$ cat src/rtl/evg_event_arbiter_if.sv
// Event source streams into the EVG slot arbiter and the registered granted-event bus out of it.
// The master side drives the sources and observes the granted event; the slave side is the arbiter.
interface evg_event_arbiter_if #(
    parameter int EVENTCODE_WIDTH = 8
);
    logic [EVENTCODE_WIDTH-1:0] seq_tdata;
    logic                       seq_tvalid;
    logic [EVENTCODE_WIDTH-1:0] hw_tdata;
    logic                       hw_tvalid;
    logic                       hw_tready;
    logic [EVENTCODE_WIDTH-1:0] sw_tdata;
    logic                       sw_tvalid;
    logic                       sw_tready;
    logic [EVENTCODE_WIDTH-1:0] ev_code;
    logic                       ev_valid;
    logic [1:0]                 ev_source;

    modport master (
        output seq_tdata, seq_tvalid, hw_tdata, hw_tvalid, sw_tdata, sw_tvalid,
        input  hw_tready, sw_tready, ev_code, ev_valid, ev_source
    );

    modport slave (
        input  seq_tdata, seq_tvalid, hw_tdata, hw_tvalid, sw_tdata, sw_tvalid,
        output hw_tready, sw_tready, ev_code, ev_valid, ev_source
    );
endinterface

$ cat src/rtl/evg_event_arbiter.sv
// One event slot per cycle: sequencer > pending heartbeat > hw/sw round-robin; output 1 cycle after grant.
// Sequencer has no backpressure; hw/sw TREADY comes combinationally from the current-cycle grant.
module evg_event_arbiter #(
    parameter int                         EVENTCODE_WIDTH = 8,
    parameter logic [EVENTCODE_WIDTH-1:0] HEARTBEAT_CODE  = 'h7A,
    parameter int                         STAT_WIDTH      = 16
) (
    input  logic                  clk,
    input  logic                  rst,
    input  logic [3:0]            source_enable_i,
    input  logic                  clear_stats_i,
    input  logic                  heartbeat_req_i,
    evg_event_arbiter_if.slave    ev_if,
    output logic [STAT_WIDTH-1:0] heartbeat_lost_count_o,
    output logic [STAT_WIDTH-1:0] hardware_wait_max_o
);
    localparam logic [1:0] SRC_SEQ = 2'd0;
    localparam logic [1:0] SRC_HB  = 2'd1;
    localparam logic [1:0] SRC_HW  = 2'd2;
    localparam logic [1:0] SRC_SW  = 2'd3;

    logic [EVENTCODE_WIDTH-1:0] code_q, code_d;
    logic                       valid_q, valid_d;
    logic [1:0]                 src_q, src_d;
    logic                       hb_pend_q, hb_pend_d;
    logic                       last_hw_q, last_hw_d;
    logic [STAT_WIDTH-1:0]      lost_q, lost_d;
    logic [STAT_WIDTH-1:0]      wait_q, wait_d;
    logic [STAT_WIDTH-1:0]      wait_max_q, wait_max_d;

    logic seq_grant, hb_grant, slot_free;
    logic hw_req, sw_req, hw_slot, sw_slot, hw_grant, sw_grant;
    logic hw_xfer, lost_inc;

    // hw_slot/sw_slot only look at the *other* stream's valid, so a TREADY never depends on its own TVALID.
    always_comb begin
        seq_grant = ev_if.seq_tvalid & source_enable_i[0];
        hb_grant  = ~seq_grant & hb_pend_q & source_enable_i[1];
        slot_free = ~seq_grant & ~hb_grant;
        hw_req    = ev_if.hw_tvalid & source_enable_i[2];
        sw_req    = ev_if.sw_tvalid & source_enable_i[3];
        hw_slot   = slot_free & (~sw_req | ~last_hw_q);
        sw_slot   = slot_free & (~hw_req | last_hw_q);
        hw_grant  = hw_req & hw_slot;
        sw_grant  = sw_req & sw_slot;
    end

    // A disabled stream is drained: always ready, accepted and dropped.
    assign ev_if.hw_tready = ~rst & (~source_enable_i[2] | hw_slot);
    assign ev_if.sw_tready = ~rst & (~source_enable_i[3] | sw_slot);
    assign hw_xfer         = ev_if.hw_tvalid & ev_if.hw_tready;

    always_comb begin
        code_d    = '0;
        valid_d   = 1'b0;
        src_d     = SRC_SEQ;
        last_hw_d = last_hw_q;
        if (seq_grant) begin
            code_d  = ev_if.seq_tdata;
            valid_d = 1'b1;
            src_d   = SRC_SEQ;
        end else if (hb_grant) begin
            code_d  = HEARTBEAT_CODE;
            valid_d = 1'b1;
            src_d   = SRC_HB;
        end else if (hw_grant) begin
            code_d    = ev_if.hw_tdata;
            valid_d   = 1'b1;
            src_d     = SRC_HW;
            last_hw_d = 1'b1;
        end else if (sw_grant) begin
            code_d    = ev_if.sw_tdata;
            valid_d   = 1'b1;
            src_d     = SRC_SW;
            last_hw_d = 1'b0;
        end
    end

    // A request arriving while the flag is being served re-arms it rather than counting as lost.
    always_comb begin
        hb_pend_d = hb_pend_q & ~hb_grant;
        lost_inc  = 1'b0;
        if (!source_enable_i[1]) begin
            hb_pend_d = 1'b0;
        end else if (heartbeat_req_i) begin
            lost_inc  = hb_pend_q & ~hb_grant;
            hb_pend_d = 1'b1;
        end
    end

    always_comb begin
        lost_d     = lost_q;
        wait_d     = wait_q;
        wait_max_d = (wait_q > wait_max_q) ? wait_q : wait_max_q;
        if (lost_inc && lost_q != '1) begin
            lost_d = lost_q + 1'b1;
        end
        if (hw_xfer) begin
            wait_d = '0;
        end else if (ev_if.hw_tvalid && wait_q != '1) begin
            wait_d = wait_q + 1'b1;
        end
        if (clear_stats_i) begin
            lost_d     = '0;
            wait_d     = '0;
            wait_max_d = '0;
        end
    end

    always_ff @(posedge clk or posedge rst) begin
        if (rst) begin
            code_q     <= '0;
            valid_q    <= 1'b0;
            src_q      <= SRC_SEQ;
            hb_pend_q  <= 1'b0;
            last_hw_q  <= 1'b0;
            lost_q     <= '0;
            wait_q     <= '0;
            wait_max_q <= '0;
        end else begin
            code_q     <= code_d;
            valid_q    <= valid_d;
            src_q      <= src_d;
            hb_pend_q  <= hb_pend_d;
            last_hw_q  <= last_hw_d;
            lost_q     <= lost_d;
            wait_q     <= wait_d;
            wait_max_q <= wait_max_d;
        end
    end

    assign ev_if.ev_code          = code_q;
    assign ev_if.ev_valid         = valid_q;
    assign ev_if.ev_source        = src_q;
    assign heartbeat_lost_count_o = lost_q;
    assign hardware_wait_max_o    = wait_max_q;
endmodule

$ cat src/flat_wrapper.sv
// flat-port wrapper written by rule: the top's interface ports become plain ports
module evg_event_arbiter_flat 
#(
    parameter int                         EVENTCODE_WIDTH = 8,
    parameter logic [EVENTCODE_WIDTH-1:0] HEARTBEAT_CODE  = 'h7A,
    parameter int                         STAT_WIDTH      = 16
)
  (clk, rst, source_enable_i, clear_stats_i, heartbeat_req_i, heartbeat_lost_count_o, hardware_wait_max_o, ev_if_seq_tdata, ev_if_seq_tvalid, ev_if_hw_tdata, ev_if_hw_tvalid, ev_if_sw_tdata, ev_if_sw_tvalid, ev_if_hw_tready, ev_if_sw_tready, ev_if_ev_code, ev_if_ev_valid, ev_if_ev_source);
  evg_event_arbiter_if #(.EVENTCODE_WIDTH(EVENTCODE_WIDTH)) ev_if_i ();
  input  logic clk;
  input  logic rst;
  input  logic [3:0] source_enable_i;
  input  logic clear_stats_i;
  input  logic heartbeat_req_i;
  output logic [STAT_WIDTH-1:0] heartbeat_lost_count_o;
  output logic [STAT_WIDTH-1:0] hardware_wait_max_o;
  input wire logic [$bits(ev_if_i.seq_tdata)-1:0] ev_if_seq_tdata;
  input wire logic [$bits(ev_if_i.seq_tvalid)-1:0] ev_if_seq_tvalid;
  input wire logic [$bits(ev_if_i.hw_tdata)-1:0] ev_if_hw_tdata;
  input wire logic [$bits(ev_if_i.hw_tvalid)-1:0] ev_if_hw_tvalid;
  input wire logic [$bits(ev_if_i.sw_tdata)-1:0] ev_if_sw_tdata;
  input wire logic [$bits(ev_if_i.sw_tvalid)-1:0] ev_if_sw_tvalid;
  output wire logic [$bits(ev_if_i.hw_tready)-1:0] ev_if_hw_tready;
  output wire logic [$bits(ev_if_i.sw_tready)-1:0] ev_if_sw_tready;
  output wire logic [$bits(ev_if_i.ev_code)-1:0] ev_if_ev_code;
  output wire logic [$bits(ev_if_i.ev_valid)-1:0] ev_if_ev_valid;
  output wire logic [$bits(ev_if_i.ev_source)-1:0] ev_if_ev_source;
  assign ev_if_i.seq_tdata = ev_if_seq_tdata;
  assign ev_if_i.seq_tvalid = ev_if_seq_tvalid;
  assign ev_if_i.hw_tdata = ev_if_hw_tdata;
  assign ev_if_i.hw_tvalid = ev_if_hw_tvalid;
  assign ev_if_i.sw_tdata = ev_if_sw_tdata;
  assign ev_if_i.sw_tvalid = ev_if_sw_tvalid;
  assign ev_if_hw_tready = ev_if_i.hw_tready;
  assign ev_if_sw_tready = ev_if_i.sw_tready;
  assign ev_if_ev_code = ev_if_i.ev_code;
  assign ev_if_ev_valid = ev_if_i.ev_valid;
  assign ev_if_ev_source = ev_if_i.ev_source;
  evg_event_arbiter #(.EVENTCODE_WIDTH(EVENTCODE_WIDTH), .HEARTBEAT_CODE(HEARTBEAT_CODE), .STAT_WIDTH(STAT_WIDTH)) u_core (.clk(clk), .rst(rst), .source_enable_i(source_enable_i), .clear_stats_i(clear_stats_i), .heartbeat_req_i(heartbeat_req_i), .ev_if(ev_if_i), .heartbeat_lost_count_o(heartbeat_lost_count_o), .hardware_wait_max_o(hardware_wait_max_o));
endmodule
$ cat config.mk
export PLATFORM = sky130hd
export DESIGN_NAME = evg_event_arbiter_flat
export DESIGN_NICKNAME = d
export VERILOG_FILES = /design/src/rtl/evg_event_arbiter_if.sv /design/src/rtl/evg_event_arbiter.sv /design/src/flat_wrapper.sv
export SDC_FILE = /design/constraint.sdc
export NUM_CORES = 1
export LEC_CHECK = 0
export BUFFER_PORTS_ARGS = -buffer_cell sky130_fd_sc_hd__buf_2
export CAP_MARGIN = 10
export CORE_ASPECT_RATIO = 0.5
export CORE_MARGIN = 2
export CORE_UTILIZATION = 49
export CTS_CLUSTER_DIAMETER = 60
export DETAILED_ROUTE_END_ITERATION = 6
export GPL_TIMING_DRIVEN = 0
export PLACE_DENSITY = 0.87
export SETUP_SLACK_MARGIN = 0.2
export SKIP_CTS_REPAIR_TIMING = 1
export SYNTH_ARGS = -nofsm -noshare
export SYNTH_HDL_FRONTEND = slang
export SYNTH_SLANG_ARGS = --single-unit
$ cat constraint.sdc
create_clock -name clk -period 2 [get_ports clk]
set_input_delay 0.4 -clock clk [delete_from_list [all_inputs] [get_ports clk]]
set_output_delay 0.4 -clock clk [all_outputs]
set_load 0.02 [all_outputs]
==> flow_summary.yaml <==
outcome:
  status: "complete, but fails checks"
  violations: "setup timing"
power_and_ir_drop:
  finalPower_mw: 3.30
  sw_frac_of_total: 0.253
  power_density_nw_per_um2: 675
  intPower_mw: 2.46
  combPwrFrac: 0.134
  p_sw_uw: 834
  clock_power_share: 0.476
  p_leak_nw: 2.23
  ir_worst_vdd_mv: 0.493
  power_frac_seq: 0.390
critical_path:
  endpoint_kind: "flip-flop"
  cp_data_required_time_ns: 2.24
  arrival_ns: 2.49
  path_class: "flip-flop to flip-flop"
  start_kind: "flip-flop"
  worst-path-buf-inv: 1
  critPathMaxStageDelay_ns: 0.45
  crit_path_top_delay_cell: "dfrtp_2"
  cp_max_fo: 10
  crit_chain: "ha_4 -> nand4_4 -> nor4_4 -> a21bo_2 -> a31oi_4 -> buf_12 -> mux2i_2"
  cp_top_family: "compound AO/OA/AOI/OAI gates"
route:
  vias: 3240
  drcViolationCount: 0
  routed_wl_um: 9580
  wire_per_inst_um: 16.8
  dr.pass1.iters: 6
  ant_nets: 0
  drt-initial-drc-count: 268
  vias_per_cell: 5.69
placed_design:
  gp_congestion: 0.843
  place_ws_ns: -0.400
  dpl-instance-area_sq_um: 4090
  port_buffers: 77
  hpwl_um: 5750
clocking:
  htree_levels: 3
  cts_tree: "built"
  clock_sinks: 61
  clockBufferDepth: 2
  clk_latency_ns: 0.33
  clk_pin_slew_ns: 0.05
  clock-root-buffer: "clkbuf_16"
  cts_made_buffers: 9
global_route:
  antenna_found_initial: 0
  overflow: 0
  grt_first_pass_wirelength_um: 13500
  grt_use_total: 0.220
  grt_max_degree: 44
  grt_pass1_vias: 2865
logic_synthesis:
  yosysMostFrequentCell: "dfrtp_1"
  syn_area_per_cell_sq_um: 9.85
  synth_top_area_frac: 0.434
  yosysSeqAreaShare: 0.434
  synth_area_leader_cell: "dfrtp_1"
  syn_inst: 357
  synth_area_sq_um: 3520
  yosys-top-cells-area: "dfrtp_1 43%, ha_1 6.4%, mux2i_1 5.4%"
  ys.flop_type: "dfrtp_1"
  post_synth_num_cell_types: 50
  ys_async_sr_fraction: 1.00
  synth_edf_count: 0
  ys_warn_count: 0
  synth_nets: 410
  synth_common_cells: "61 x dfrtp_1, 33 x nor2_1, 26 x inv_1"
  ys_ff_latch: 61
timing:
  fmax_mhz: 445
  maxSlewViolCount: 0
  finalWorstSetupSlack_ns: -0.247
  relSlewSlack: 0.658
  tightestPinTransition_ns: 0.509
  tns_ns: -2.66
  rsz0062_at_grt: "true"
  fin_crit_sh: 1.12
  setup_viol: 16
  worst_clock_skew_ns: 0.00292
  hold_slack_ns: 0.108
  hold_viol: 0
  fin_crit_ns: 2.25
floorplan:
  dieArea_sq_um: 7910
  core_sq_um: 6810
  start_util: 0.517
  die_h_um: 63.9
  fp.dieW_um: 124
  ioPinCount: 80
  rows: 21
finish:
  area_growth_pct: 38.9
  antenna_cells: 0
  nNetsFinal: 525
  drive_above_1_share: 0.386
  finalInstanceArea_sq_um: 4880
hold_path:
  hold_path_class: "input pin to asynchronous set/reset pin"
run:
  drv_cap: 0
## routing by layer
| metal | wire length [um] | track usage |
|---|---|---|
| met5 | 0 | 0 |
| met2 | 4890 | 0.379 |
| met3 | 526 | 0.0696 |
| met1 | 4010 | 0.265 |
| met4 | 155 | 0.0625 |
## final cells by class
type                            count  area (sq um)
Multi-Input combinational cell    262          2130
Fill cell                         461          1920
Sequential cell                    61          1550
Timing Repair Buffer              104           621
Clock buffer                       10           239
Tap cell                           92           115
Inverter                           26           101
Buffer                              8          65.1
Clock inverter                      6          62.6
## power by group through the flow
stage               clock network, mW  logic (mW)  registers [mW]
floorplan                           0       0.216            1.33
CTS                              1.58       0.364            1.28
global placement                    0       0.351            1.30
finish                           1.57       0.442            1.29
detailed placement                  0       0.363            1.30
global route                     1.64       0.478            1.29
## sequential cells by signal, summed over array words and instances, names as in the netlist
name	flops
u_core.last_hw_q	1
u_core.ev_if.ev_code	8
u_core.heartbeat_lost_count_o	16
u_core.ev_if.ev_source	2
u_core.hb_pend_q	1
u_core.wait_q	16
u_core.hardware_wait_max_o	16
u_core.ev_if.ev_valid	1
## layout by cell type (no fill, tap or decap), drive strengths merged, types with 3 or more instances in the layout
cell type  instances
a2111oi            3
a21o               3
a21oi             18
a222oi             3
a22oi              6
a31oi              3
and2               4
and3               3
and4               6
buf              106
clkbuf            14
clkinvlp           4
dfrtp             61
ha                18
inv               25
mux2i             19
nand2             18
nand2b            13
nand3             12
nand4             15
nor2              34
nor2b              3
nor3               8
nor4               3
o21ai             11
or2b              19
or3                4
xnor2             12
xor2               9
## worst paths after layout
path / startpoint / slack [ns] / depth (start not counted) / endpoint
worst min register to register: u_core.hardware_wait_max_o[6]$_DFFE_PP0P_ / 0.57 / 2 / u_core.hardware_wait_max_o[6]$_DFFE_PP0P_
max in group asynchronous: rst / 1.33 / 3 / u_core.heartbeat_lost_count_o[8]$_DFFE_PP0P_
min in group clk: ev_if_seq_tdata[2] / 0.27 / 3 / u_core.ev_if.ev_code[2]$_DFF_PP0_
worst min-delay path: rst / 0.11 / 2 / u_core.ev_if.ev_source[1]$_DFF_PP0_
worst max register to register: u_core.wait_q[15]$_DFFE_PP0P_ / -0.25 / 7 / u_core.hardware_wait_max_o[15]$_DFFE_PP0P_
worst max-delay path: u_core.wait_q[15]$_DFFE_PP0P_ / -0.25 / 7 / u_core.hardware_wait_max_o[15]$_DFFE_PP0P_
## kinds of logic after synthesis
family / Yosys count / synth area share
xor gates and xnor gates: 21 / 0.0523
DFF: 61 / 0.434
and+or+nand+nor: 145 / 0.231
buffers and inverters: 34 / 0.0448
muxes: 19 / 0.0541
adders and majority gates: 18 / 0.0641
AOI/OAI and AO/OA: 59 / 0.119
## metrics by stage
stage	instances	util
global placement	526	0.598
global route	569	0.717
finish	569	0.717
CTS	543	0.645
detailed placement	527	0.601
floorplan	357	-
Power figures use the tool's default switching activity.
